==> src/rtl/bp_pkg.sv <==
// Shared types and helpers for the gshare PHT scheduler: counter type, FSM states and
// the saturating 2-bit counter update.
package bp_pkg;

  typedef logic [1:0] ctr_t;

  localparam ctr_t CTR_MAX = 2'd3;
  localparam ctr_t CTR_MIN = 2'd0;

  typedef enum logic [1:0] {StIdle, StUpdRd, StUpdWr} state_e;

  function automatic ctr_t ctr_next(input ctr_t ctr, input logic taken);
    if (taken) begin
      return (ctr == CTR_MAX) ? CTR_MAX : ctr + 2'd1;
    end else begin
      return (ctr == CTR_MIN) ? CTR_MIN : ctr - 2'd1;
    end
  endfunction

endpackage

==> src/rtl/bp_upd_fifo.sv <==
// Synchronous FIFO of resolved-branch updates {idx, taken}; push is dropped when full,
// pop is dropped when empty.
module bp_upd_fifo #(
  parameter int unsigned IDX_W = 6,
  parameter int unsigned DEPTH = 4
) (
  input  logic             clk_i,
  input  logic             rst_i,
  input  logic             push_i,
  input  logic [IDX_W-1:0] idx_i,
  input  logic             taken_i,
  input  logic             pop_i,
  output logic [IDX_W-1:0] head_idx_o,
  output logic             head_taken_o,
  output logic             full_o,
  output logic             empty_o
);

  localparam int unsigned PtrW = $clog2(DEPTH);
  localparam logic [PtrW:0] PtrOne = {{PtrW{1'b0}}, 1'b1};

  logic [IDX_W:0] mem_q [DEPTH];
  logic [PtrW:0]  wr_ptr_q, rd_ptr_q;
  logic           do_push, do_pop;

  // Extra pointer MSB distinguishes full from empty when the low bits match.
  assign empty_o = (wr_ptr_q == rd_ptr_q);
  assign full_o  = (wr_ptr_q[PtrW] != rd_ptr_q[PtrW]) &&
                   (wr_ptr_q[PtrW-1:0] == rd_ptr_q[PtrW-1:0]);
  assign do_push = push_i & ~full_o;
  assign do_pop  = pop_i & ~empty_o;

  assign head_idx_o   = mem_q[rd_ptr_q[PtrW-1:0]][IDX_W:1];
  assign head_taken_o = mem_q[rd_ptr_q[PtrW-1:0]][0];

  always_ff @(posedge clk_i) begin
    if (rst_i) begin
      wr_ptr_q <= '0;
      rd_ptr_q <= '0;
    end else begin
      if (do_push) begin
        mem_q[wr_ptr_q[PtrW-1:0]] <= {idx_i, taken_i};
        wr_ptr_q                  <= wr_ptr_q + PtrOne;
      end
      if (do_pop) begin
        rd_ptr_q <= rd_ptr_q + PtrOne;
      end
    end
  end

endmodule

==> src/rtl/bp_pht_scheduler.sv <==
// gshare pattern history table with a single-port bank shared between fetch lookups and
// queued resolve-side updates, with starvation-bounded arbitration.
module bp_pht_scheduler
  import bp_pkg::*;
#(
  parameter int unsigned IDX_W      = 6,
  parameter int unsigned FIFO_DEPTH = 4,
  parameter int unsigned STARVE_MAX = 8
) (
  input  logic             clk,
  input  logic             rst,
  input  logic             lk_valid,
  output logic             lk_ready,
  input  logic [IDX_W-1:0] lk_pc,
  output logic             pred_valid,
  output logic             pred_taken,
  output logic [IDX_W-1:0] pred_idx,
  input  logic             upd_valid,
  output logic             upd_ready,
  input  logic [IDX_W-1:0] upd_idx,
  input  logic             upd_taken,
  output logic [IDX_W-1:0] ghr
);

  localparam int unsigned Entries = 2 ** IDX_W;
  localparam int unsigned StW     = $clog2(STARVE_MAX + 1);
  localparam logic [StW-1:0] StarveMax = StW'(STARVE_MAX);
  localparam logic [StW-1:0] StarveOne = StW'(1);

  ctr_t             pht_q [Entries];
  state_e           state_q;
  logic [IDX_W-1:0] ghr_q, wr_idx_q, pred_idx_q;
  logic             wr_taken_q, pred_valid_q, pred_taken_q;
  ctr_t             hold_q;
  logic [StW-1:0]   starve_q;

  logic             fifo_full, fifo_empty, fifo_pop;
  logic [IDX_W-1:0] head_idx, lk_idx;
  logic             head_taken;
  logic             force_upd, upd_chosen, lk_grant;

  bp_upd_fifo #(
    .IDX_W (IDX_W),
    .DEPTH (FIFO_DEPTH)
  ) u_upd_fifo (
    .clk_i        (clk),
    .rst_i        (rst),
    .push_i       (upd_valid),
    .idx_i        (upd_idx),
    .taken_i      (upd_taken),
    .pop_i        (fifo_pop),
    .head_idx_o   (head_idx),
    .head_taken_o (head_taken),
    .full_o       (fifo_full),
    .empty_o      (fifo_empty)
  );

  // force_upd is built only from registered state so lk_ready never depends on lk_valid.
  assign force_upd  = fifo_full | (starve_q == StarveMax);
  assign lk_ready   = (state_q == StIdle) & ~force_upd;
  assign upd_chosen = (state_q == StIdle) & (force_upd | (~fifo_empty & ~lk_valid));
  assign lk_grant   = lk_valid & lk_ready;
  assign lk_idx     = lk_pc ^ ghr_q;
  assign upd_ready  = ~fifo_full;
  assign fifo_pop   = (state_q == StUpdRd);

  assign pred_valid = pred_valid_q;
  assign pred_taken = pred_taken_q;
  assign pred_idx   = pred_idx_q;
  assign ghr        = ghr_q;

  always_ff @(posedge clk) begin
    if (rst) begin
      state_q      <= StIdle;
      ghr_q        <= '0;
      starve_q     <= '0;
      hold_q       <= CTR_MIN;
      wr_idx_q     <= '0;
      wr_taken_q   <= 1'b0;
      pred_valid_q <= 1'b0;
      pred_taken_q <= 1'b0;
      pred_idx_q   <= '0;
      for (int i = 0; i < Entries; i++) begin
        pht_q[i] <= CTR_MIN;
      end
    end else begin
      pred_valid_q <= lk_grant;
      if (lk_grant) begin
        pred_idx_q   <= lk_idx;
        pred_taken_q <= pht_q[lk_idx][1];
      end

      if (upd_chosen || fifo_empty) begin
        starve_q <= '0;
      end else if (lk_grant && (starve_q != StarveMax)) begin
        starve_q <= starve_q + StarveOne;
      end

      unique case (state_q)
        StIdle: begin
          if (upd_chosen) state_q <= StUpdRd;
        end
        StUpdRd: begin
          hold_q     <= pht_q[head_idx];
          wr_idx_q   <= head_idx;
          wr_taken_q <= head_taken;
          state_q    <= StUpdWr;
        end
        StUpdWr: begin
          pht_q[wr_idx_q] <= ctr_next(hold_q, wr_taken_q);
          ghr_q           <= {ghr_q[IDX_W-2:0], wr_taken_q};
          state_q         <= StIdle;
        end
        default: state_q <= StIdle;
      endcase
    end
  end

endmodule

==> config.mk <==
export PLATFORM = sky130hd
export DESIGN_NAME = bp_pht_scheduler
export DESIGN_NICKNAME = d
export VERILOG_FILES = /design/src/rtl/bp_pkg.sv /design/src/rtl/bp_upd_fifo.sv /design/src/rtl/bp_pht_scheduler.sv
export SDC_FILE = /design/constraint.sdc
export NUM_CORES = 1
export LEC_CHECK = 0
export ABC_AREA = 1
export CAP_MARGIN = 10
export CORE_ASPECT_RATIO = 1.1
export CORE_MARGIN = 10
export CORE_UTILIZATION = 66
export DETAILED_ROUTE_END_ITERATION = 7
export PLACE_DENSITY = 0.85
export SLEW_MARGIN = 20
export SYNTH_ARGS = -nofsm -noshare
export SYNTH_HDL_FRONTEND = slang
export SYNTH_SLANG_ARGS = --single-unit
==> constraint.sdc <==
create_clock -name clk -period 5.6 [get_ports clk]
set_input_delay 0.84 -clock clk [delete_from_list [all_inputs] [get_ports clk]]
set_output_delay 0.84 -clock clk [all_outputs]
set_load 0.03 [all_outputs]
==> results.cfg <==
[worst_setup_path]
crit_path_end_kind = register
arrival_ps = 3550
start_kind = register
reg2reg_to = hold_q[0]$_SDFFE_PP0N_
regToRegSetupSlack_ps = 2370
worstPathMaxFanout = 59
reg2reg_depth = 12
worstSetupPathType = reg -> reg
worstPathRequired_ps = 5920

[floorplanning]
die_w_um = 136
core_sq_mm = 0.0145
start_util_pct = 67.4
die_h_um = 148
std_cell_rows = 46
io_pins = 33
dieArea_sq_mm = 0.0201

[global_route]
antenna_found_initial = 0
globalRouteTotalUtil_pct = 24.9
met2_usage_pct = 41.3
grt-busiest-layer = met2
grt_overflow = 0
gr-usage-met3_pct = 5.90
gr-usage-met1_pct = 29.0
first_global_vias = 7984
grt_pass1_wl_um = 39200
grt_max_degree = 65

[finish]
antennaDiodeCount = 0
area_delta_synth_final_pct = 9.98
fillCellCount = 1040
layout-drive-gt1-share_pct = 6.59
nets = 1165

[yosys]
synth_ff_type = edfxtp_1
synthAdderAreaFrac_pct = 0.895
synth_area_leaders = edfxtp_1, nand2_1, dfxtp_1
synth_compound_area_share_pct = 9.20
yosys_warnings = 0
yosys.area_share.simple_pct = 26.7
yosysTopAreaCellShare_pct = 47.9
async_flop_share_pct = 0
synthMuxAreaShare_pct = 0
ys_ff_latch = 193
yosysUniqueCellTypes = 35
synth_top_family_by_area = simple AND/OR/NAND/NOR gates
synth_nets = 1160
synth_edf_count = 156
netlist.top_cell.by_area = edfxtp_1
synth.most_common_cell = nand2_1
synth_common_cells = nand2_1, nor2_1, edfxtp_1, nand3_1, inv_1
synthCells = 1136
syn-mean-instance-area_sq_um = 8.61
synth.cell_area_sq_mm = 0.00978
yosysSeqAreaShare_pct = 55.5
synth-xor-area-share_pct = 0.883

[timing]
layout_min_cycle_time_ps = 3230
report.final.slew_viol_count = 0
worst_slew_pin_slew_ps = 1120
rsz0062_at_grt = false
timing.slew.headroom_pct = 24.9
worst_hold_slack_ps = 471
finalCritPeriodShare_pct = 57.7
fin_worst_skew_ps = 7.02
clock.fmax_mhz = 309
setup_viol = 0
setup_tns_ps = 0
hold_viol = 0

[power]
vdd_drop_max_uv = 240
powerDensity_mw_per_mm2 = 314
p_leak_uw = 0.00416

[route]
dr.pass1.iters = 7
routedWlPerCell_um = 18.3
drt_iter0_markers = 1178
viasPerCell = 6.08
vias = 8182
drc = 0
routed_wl_um = 24600
antenna_left = 0

[place]
gp_congestion = 0.872
dp_hpwl_um = 15600
io_buffers = 32

[status]
status = complete, no violations

[clock_tree]
cts_tree = done
clockBufferDepth = 2
cts_resized = 0
hold_buffers = 0
h-tree-depth = 4
clock_latency_ps = 440
cts_sinks = 193
post-cts-setup-buffers = 0
root_buffer = clkbuf_16
cts_made_buffers = 17
clk_pin_slew_ps = 70

[hold_path]
hold_path_depth = 2
holdCritPathClass = reg -> reg
worstHoldStart = pred_idx[1]$_SDFFE_PP0P_
holdPathEnd = pred_idx[1]$_SDFFE_PP0P_

[run]
cap_violations = 0
[routing by layer]
metal / share of wire (%) / vias up
li1: - / 3818
met1: 36 / 3751
met2: 49 / 505
met3: 10 / 108
met4: 4.6 / 0
met5: 0 / -
[placed cells by master, fill, tap and decap left out, types with 3 or more instances in the layout]
cell	count
a21oi_1	40
ha_1	7
xor2_1	3
clkbuf_16	17
o21ai_0	49
xnor2_1	5
inv_1	101
nand3b_1	12
clkbuf_8	5
or2_1	4
buf_4	9
inv_4	5
edfxtp_1	156
nor3_2	14
nor2_1	185
clkdlybuf4s50_1	32
inv_2	6
nand2_1	265
dfxtp_1	37
o211ai_1	41
or2_2	7
nand3_1	116
o21ai_1	14
[worst max-delay path by stage]
| stage | slack, ps | start | endpoint |
|---|---|---|---|
| CTS | 2420 | register | hold_q[0]$_SDFFE_PP0N_ |
| global route | 2130 | register | hold_q[1]$_SDFFE_PP0N_ |
| finish | 2370 | register | hold_q[0]$_SDFFE_PP0N_ |
| detailed placement | 2380 | rst | u_upd_fifo.mem_q[0][1]$_DFFE_PP_ |
| floorplan | 3350 | u_upd_fifo.rd_ptr_q[0]$_SDFFE_PP0P_ | pred_taken$_SDFFE_PP0P_ |
| global placement | 2440 | lk_pc[0] | pred_taken$_SDFFE_PP0P_ |
[critical path: stages (launching register included)]
cell     delay, ps
dfxtp_1        620
inv_2          210
nand2_1        160
nand3_4        240
nand2_4        400
buf_4          570
a21oi_1        150
o21ai_1        130
nand3_1        150
nand3_1        130
nand3_1         80
nand3_1        120
a21oi_1         90
[sequential cells by signal, summed over array words and instances, names as in the netlist, named ones only]
signal,flops
ghr,6
hold_q,2
pht_q,128
pred_idx,6
pred_taken,1
pred_valid,1
starve_q,4
state_q,2
u_upd_fifo.mem_q,28
u_upd_fifo.rd_ptr_q,3
u_upd_fifo.wr_ptr_q,3
wr_idx_q,6
wr_taken_q,1
[where the power goes]
part	total [uW]	switching (uW)	internal [uW]
Sequential	1640	40.3	1600
Combinational	588	418	170
Clock	1150	522	627
Total	3380	981	2400
[area by class of cell]
| type | instances | area [sq um] | area share (%) |
|---|---|---|---|
| Clock buffer | 24 | 502 | 4.66 |
| Clock inverter | 8 | 50.0 | 0.465 |
| Inverter | 108 | 405 | 3.77 |
| Multi-Input combinational cell | 780 | 3750 | 34.8 |
| Sequential cell | 193 | 5430 | 50.4 |
| Tap cell | 192 | 240 | 2.23 |
| Timing Repair Buffer | 41 | 388 | 3.61 |
[cells by family (layout without fill, tap and decap cells)]
| kind of cell | count (synthesis) | after routing |
|---|---|---|
| AND/OR/NAND/NOR | 612 | 612 |
| flip-flops | 193 | 193 |
| buffers and inverters | 163 | 181 |
| AO/OA/AOI/OAI | 152 | 152 |
| XOR/XNOR | 9 | 9 |
| adder cells (fa/ha/maj) | 7 | 7 |
[metrics by stage]
stage               power (uW)  worst slack (ps)  util [%]  instances  instance area, sq um
global placement          2230              2440      70.4       1314                 10200
detailed placement        2250              2380      70.4       1314                 10200
global route              3500              2130      74.2       1346                 10800
CTS                       3370              2420      74.2       1346                 10800
floorplan                 2070              3350         -       1136                  9780
finish                    3380              2370      74.2       1346                 10800
Note: power is estimated with default switching activity, not from simulation.
==> edit 1, RTL diff (same settings) <==
Change the parameter `STARVE_MAX` from 8 to 4.
--- a/src/rtl/bp_pht_scheduler.sv
+++ b/src/rtl/bp_pht_scheduler.sv
@@ -7,3 +7,3 @@
   parameter int unsigned FIFO_DEPTH = 4,
-  parameter int unsigned STARVE_MAX = 8
+  parameter int unsigned STARVE_MAX = 4
 ) (
Function: changed (a bounded check fails within 10 cycles, from zero or initial values and one cycle with rst high).
==> edit 1 against the unedited design <==
Synthesized area is 0.43% lower. Total power about the same. Worst setup slack got worse by 0.025 ns. Clock power hardly changed. Global-route usage increased by 0.16 points. Die area decreased by 0.37%. Design area down 0.27%. Sequential cell count down 1. Sequential share of layout area down 0.051 points. Combinational power grew 1%. Via count grew 0.20%. Wire length up 1.4%. Critical endpoint unchanged. Largest cell class unchanged.
==> edit 1: results (changes against the unedited design) <==
| Stage | Quantity | Value | Delta |
| --- | --- | --- | --- |
| run status | Result of the run | completed | unchanged |
| worst hold path | End point of the worst hold path | u_upd_fifo.rd_ptr_q[2] | was pred_idx[1] |
| logic synthesis | Share of the yosys chip area belonging to registers | 0.555 | about the same |
| logic synthesis | Mean cell area of the mapped netlist | 8.62 sq um | was 8.61 sq um |
| logic synthesis | Ranking of synthesized cells by area | sky130_fd_sc_hd__edfxtp_1 48%, sky130_fd_sc_hd__nand2_1 10%, sky130_fd_sc_hd__dfxtp_1 7.4%, sky130_fd_sc_hd__nor2_1 6.9%, sky130_fd_sc_hd__nand3_1 6.0% | was sky130_fd_sc_hd__edfxtp_1 48%, sky130_fd_sc_hd__nand2_1 10%, sky130_fd_sc_hd__dfxtp_1 7.6%, sky130_fd_sc_hd__nor2_1 7.1%, sky130_fd_sc_hd__nand3_1 5.9% |
| sta | Tmin final | 3.26 ns | was 3.23 ns |
| route | Total wirelength of the detailed-routed design | 25000 um | was 24600 um |
| grt | Maximum number of pins on one net before global-route repair | 62 | was 65 |
| placed design | RePlAce Congestion | 0.909 | was 0.872 |
| placed design | Post-Place Cell Area | 10200 sq um | about the same |
| grt | Wire length of the first global-routing pass | 39500 um | was 39200 um |
| placed design | Cell total after placement | 1308 | was 1314 |
| sta | Final-layout worst hold slack | 0.482 ns | was 0.471 ns |
| power | Standby leakage power | 4.14 nW | was 4.16 nW |
| route | Number of DRC markers after the initial detailed-route iteration | 1235 | was 1178 |
| logic synthesis | Net count of the mapped netlist | 1154 | was 1160 |
| grt | Met2 global-route usage | 0.409 | was 0.413 |
| logic synthesis | Synthesized-area fraction occupied by adder cells | 0.00899 | was 0.00895 |
| sta | Worst-margin pin slew | 1.19 ns | was 1.12 ns |
| route | Via density per instance | 6.12 | was 6.08 |
| power | Peak VDD IR | 314 uV | was 240 uV |
| grt | GRT Total Usage | 0.251 | was 0.249 |
| worst setup path | Crit path arrival time | 3.59 ns | was 3.55 ns |
| worst hold path | Startpoint of the worst hold path | u_upd_fifo.rd_ptr_q[2] | was pred_idx[1] |
| logic synthesis | Most used standard cells in the synthesized netlist | 260 x sky130_fd_sc_hd__nand2_1, 179 x sky130_fd_sc_hd__nor2_1, 156 x sky130_fd_sc_hd__edfxtp_1, 117 x sky130_fd_sc_hd__nand3_1, 105 x sky130_fd_sc_hd__inv_1 | was 266 x sky130_fd_sc_hd__nand2_1, 185 x sky130_fd_sc_hd__nor2_1, 156 x sky130_fd_sc_hd__edfxtp_1, 116 x sky130_fd_sc_hd__nand3_1, 101 x sky130_fd_sc_hd__inv_1 |
-- edit 1: cell types whose count changed after synthesis, sizes merged, moves of 2 or more --
cell    unedited run  this run
inv              107       110
nor2             186       180
xor2               3         0
o211ai            41        39
nand2            268       262
o21ai             63        66
a21oi             42        46
buf               26        23
xnor2              6         8
clkbuf            29        32
-- edit 1: area by class of cell --
cell class	count	area [sq um]
flip-flops and latches	192	5410
multi-input cells	772	3720
fillers	1000	3720
clock buffers	17	425
inverters	111	419
repair buffers	41	388
well taps	192	240
clock inverters	15	128
-- edit 1: critical path, stage by stage (launching register included) --
cell and delay [ns]:
sky130_fd_sc_hd__dfxtp_1 0.63, sky130_fd_sc_hd__inv_2 0.21, sky130_fd_sc_hd__nand2_1 0.16, sky130_fd_sc_hd__nand3_4 0.25, sky130_fd_sc_hd__nand2_4 0.53, sky130_fd_sc_hd__buf_4 0.49, sky130_fd_sc_hd__a21oi_1 0.12, sky130_fd_sc_hd__o21ai_0 0.11
sky130_fd_sc_hd__nand3_1 0.11, sky130_fd_sc_hd__nand3_1 0.21, sky130_fd_sc_hd__nand3_1 0.11, sky130_fd_sc_hd__nand3_1 0.11, sky130_fd_sc_hd__a21oi_1 0.07
-- edit 1: metal layers --
layer	share of wire	wire length (um)
met1	0.36	8970
met2	0.48	12100
met3	0.11	2770
met4	0.046	1140
met5	0	0
-- edit 1: where the power goes --
| part | switching [mW] | internal (mW) | total [mW] | leakage, nW |
|---|---|---|---|---|
| Combinational | 0.423 | 0.171 | 0.594 | 1.99 |
| Clock | 0.566 | 0.582 | 1.15 | 0.272 |
| Sequential | 0.0409 | 1.60 | 1.64 | 1.87 |
| Total | 1.03 | 2.35 | 3.38 | 4.14 |
==> edit 2, RTL diff (same flow settings) <==
Without the edit above. Re-encode `state_e` (3 states) as one-hot, 3 bits wide.
--- a/src/rtl/bp_pkg.sv
+++ b/src/rtl/bp_pkg.sv
@@ -9,3 +9,3 @@
 
-  typedef enum logic [1:0] {StIdle, StUpdRd, StUpdWr} state_e;
+  typedef enum logic [2:0] {StIdle = 3'b001, StUpdRd = 3'b010, StUpdWr = 3'b100} state_e;
 
Behaviour: same outputs for any inputs over 4 cycles, from zero or initial values and one cycle with rst high; so few cycles prove little.
==> edit 2 against the unedited design <==
Largest cell class unchanged. Combinational power is 49% lower. Core utilization is 0.058 points higher. Worst setup slack worse by 0.027 ns. Worst hold slack better by 0.013 ns. Synthesized area is 1.5% higher. Sequential cell count is 1 higher. Count of clock-buffer cells in the layout is 1 lower. Design area is 0.87% higher. Total power is 9.9% lower. Die area is 1.3% higher. Wire length is 1.7% lower.
==> edit 2: results (changes against the unedited design) <==
| Stage | Quantity | Value | Delta |
| --- | --- | --- | --- |
| worst hold path | Startpoint of the worst hold path | u_upd_fifo.rd_ptr_q[2] | was pred_idx[1] |
| power | Standby leakage power | 4.13 nW | was 4.16 nW |
| final layout | Final layout net count | 1176 | was 1165 |
| worst setup path | Critical Path Fanout Max | 48 | was 59 |
| run status | Result of the run | completed | unchanged |
| worst setup path | Cell family with most CP delay | simple AND/OR/NAND/NOR gates | unchanged |
| logic synthesis | Count of unique library cells instantiated by Yosys | 41 | was 35 |
| sta | Headroom to the max-slew limit | 0.250 | was 0.249 |
| route | Via count | 8255 | was 8182 |
| logic synthesis | Net count of the mapped netlist | 1175 | was 1160 |
| logic synthesis | Post-synthesis compound-gate area fraction | 0.0940 | was 0.0920 |
| power | NetSw | 0.739 mW | was 0.981 mW |
| grt | GRT Total Usage | 0.242 | was 0.249 |
| placed design | RePlAce Congestion | 0.908 | was 0.872 |
| logic synthesis | Ranking of synthesized cells by area | sky130_fd_sc_hd__edfxtp_1 47%, sky130_fd_sc_hd__nand2_1 9.7%, sky130_fd_sc_hd__dfxtp_1 7.7%, sky130_fd_sc_hd__nor2_1 7.0%, sky130_fd_sc_hd__nand3_1 5.9% | was sky130_fd_sc_hd__edfxtp_1 48%, sky130_fd_sc_hd__nand2_1 10%, sky130_fd_sc_hd__dfxtp_1 7.6%, sky130_fd_sc_hd__nor2_1 7.1%, sky130_fd_sc_hd__nand3_1 5.9% |
| final layout | Layout cells sized above 1 | 0.0635 | was 0.0659 |
| route | Number of DRC markers after the initial detailed-route iteration | 1030 | was 1178 |
| floorplan | Core Area | 14600 sq um | was 14500 sq um |
| logic synthesis | Synthesized-area fraction occupied by xor and xnor cells | 0.00869 | was 0.00883 |
| logic synthesis | Most used standard cells in the synthesized netlist | 258 x sky130_fd_sc_hd__nand2_1, 186 x sky130_fd_sc_hd__nor2_1, 156 x sky130_fd_sc_hd__edfxtp_1, 117 x sky130_fd_sc_hd__nand3_1, 104 x sky130_fd_sc_hd__inv_1 | was 266 x sky130_fd_sc_hd__nand2_1, 185 x sky130_fd_sc_hd__nor2_1, 156 x sky130_fd_sc_hd__edfxtp_1, 116 x sky130_fd_sc_hd__nand3_1, 101 x sky130_fd_sc_hd__inv_1 |
| route | Router iterations before antenna repair | 5 | was 7 |
| logic synthesis | Synthesized-area fraction occupied by adder cells | 0.00882 | was 0.00895 |
| route | Average detailed-routed wire length per instance | 17.8 um | was 18.3 um |
| grt | Wire length of the first global-routing pass | 39000 um | was 39200 um |
| worst setup path | Critical path's largest stage delay | 0.64 ns | was 0.62 ns |
| worst setup path | Crit path arrival time | 3.63 ns | was 3.55 ns |
| final layout | Fill cell instance count of the final layout | 1078 | was 1040 |
| grt | Via count of the first global-routing pass | 7950 | was 7984 |
edit 2: cell types whose count changed in the layout (fill, tap and decap cells not counted), sizes merged, moves of 2 or more:
cell,delta
nor4,+10
nand2,-7
clkinv,+3
o21ai,+2
edit 2: final timing paths:
check                                              end  slack, ns  cells past startpoint
worst max register to register               hold_q[0]       2.34                     12
worst min-delay path            u_upd_fifo.rd_ptr_q[2]       0.48                      2
worst max-delay path                         hold_q[0]       2.34                     12
worst min register to register  u_upd_fifo.rd_ptr_q[2]       0.48                      2
edit 2: layer usage:
metal | up-vias | global-route usage | wire, um
li1 | 3868 | - | -
met1 | 3862 | 0.281 | 8940
met2 | 442 | 0.408 | 12100
met3 | 83 | 0.0512 | 2190
met4 | 0 | 0.133 | 1010
met5 | - | 0 | 0
edit 2: stage by stage:
stage                     total power, mW  cells  setup WS [ns]  area [sq um]  utilization
after global routing                 3.14   1357           2.01         10900        0.742
final                                3.05   1357           2.34         10900        0.742
after detailed placement             1.95   1325           2.30         10300        0.705
after CTS                            3.05   1357           2.38         10900        0.742
after floorplan                      1.86   1151           3.40          9930            -
after global placement               1.94   1325           2.33         10300        0.705
edit 2: power by group through the flow:
stage                     clock (mW)  sequential, mW  combinational (mW)
after detailed placement           0            1.65               0.296
final                           1.12            1.62               0.301
after global routing            1.18            1.63               0.331
after CTS                       1.13            1.62               0.297
after global placement             0            1.65               0.288
after floorplan                    0            1.66               0.196
edit 2: worst reg2reg max path, cell delays in order, from the launching register on:
cell                       delay [ns]
sky130_fd_sc_hd__dfxtp_1         0.64
sky130_fd_sc_hd__inv_2           0.22
sky130_fd_sc_hd__nand2_1         0.16
sky130_fd_sc_hd__nand3_4         0.24
sky130_fd_sc_hd__nand2_4         0.49
sky130_fd_sc_hd__buf_4           0.55
sky130_fd_sc_hd__or2_2           0.20
sky130_fd_sc_hd__o211ai_1        0.08
sky130_fd_sc_hd__nand3_1         0.14
sky130_fd_sc_hd__nand3_1         0.18
sky130_fd_sc_hd__nand3_1         0.12
sky130_fd_sc_hd__nand2_1         0.06
sky130_fd_sc_hd__a21oi_1         0.12
edit 2: cell families (layout without fill, tap and decap cells):
group | Yosys count | count (layout)
AO/OA/AOI/OAI | 155 | 155
buffers and inverters | 169 | 183
XOR/XNOR | 9 | 9
flip-flops | 194 | 194
adder cells (fa/ha/maj) | 7 | 7
AND/OR/NAND/NOR | 617 | 617
edit 2: layout make-up:
class | count | area [sq um] | area share
inverters | 110 | 415 | 0.0383
flip-flops and latches | 194 | 5450 | 0.502
repair buffers | 41 | 388 | 0.0357
well taps | 192 | 240 | 0.0221
multi-input cells | 788 | 3820 | 0.352
clock inverters | 9 | 55.1 | 0.00507
clock buffers | 23 | 488 | 0.0450
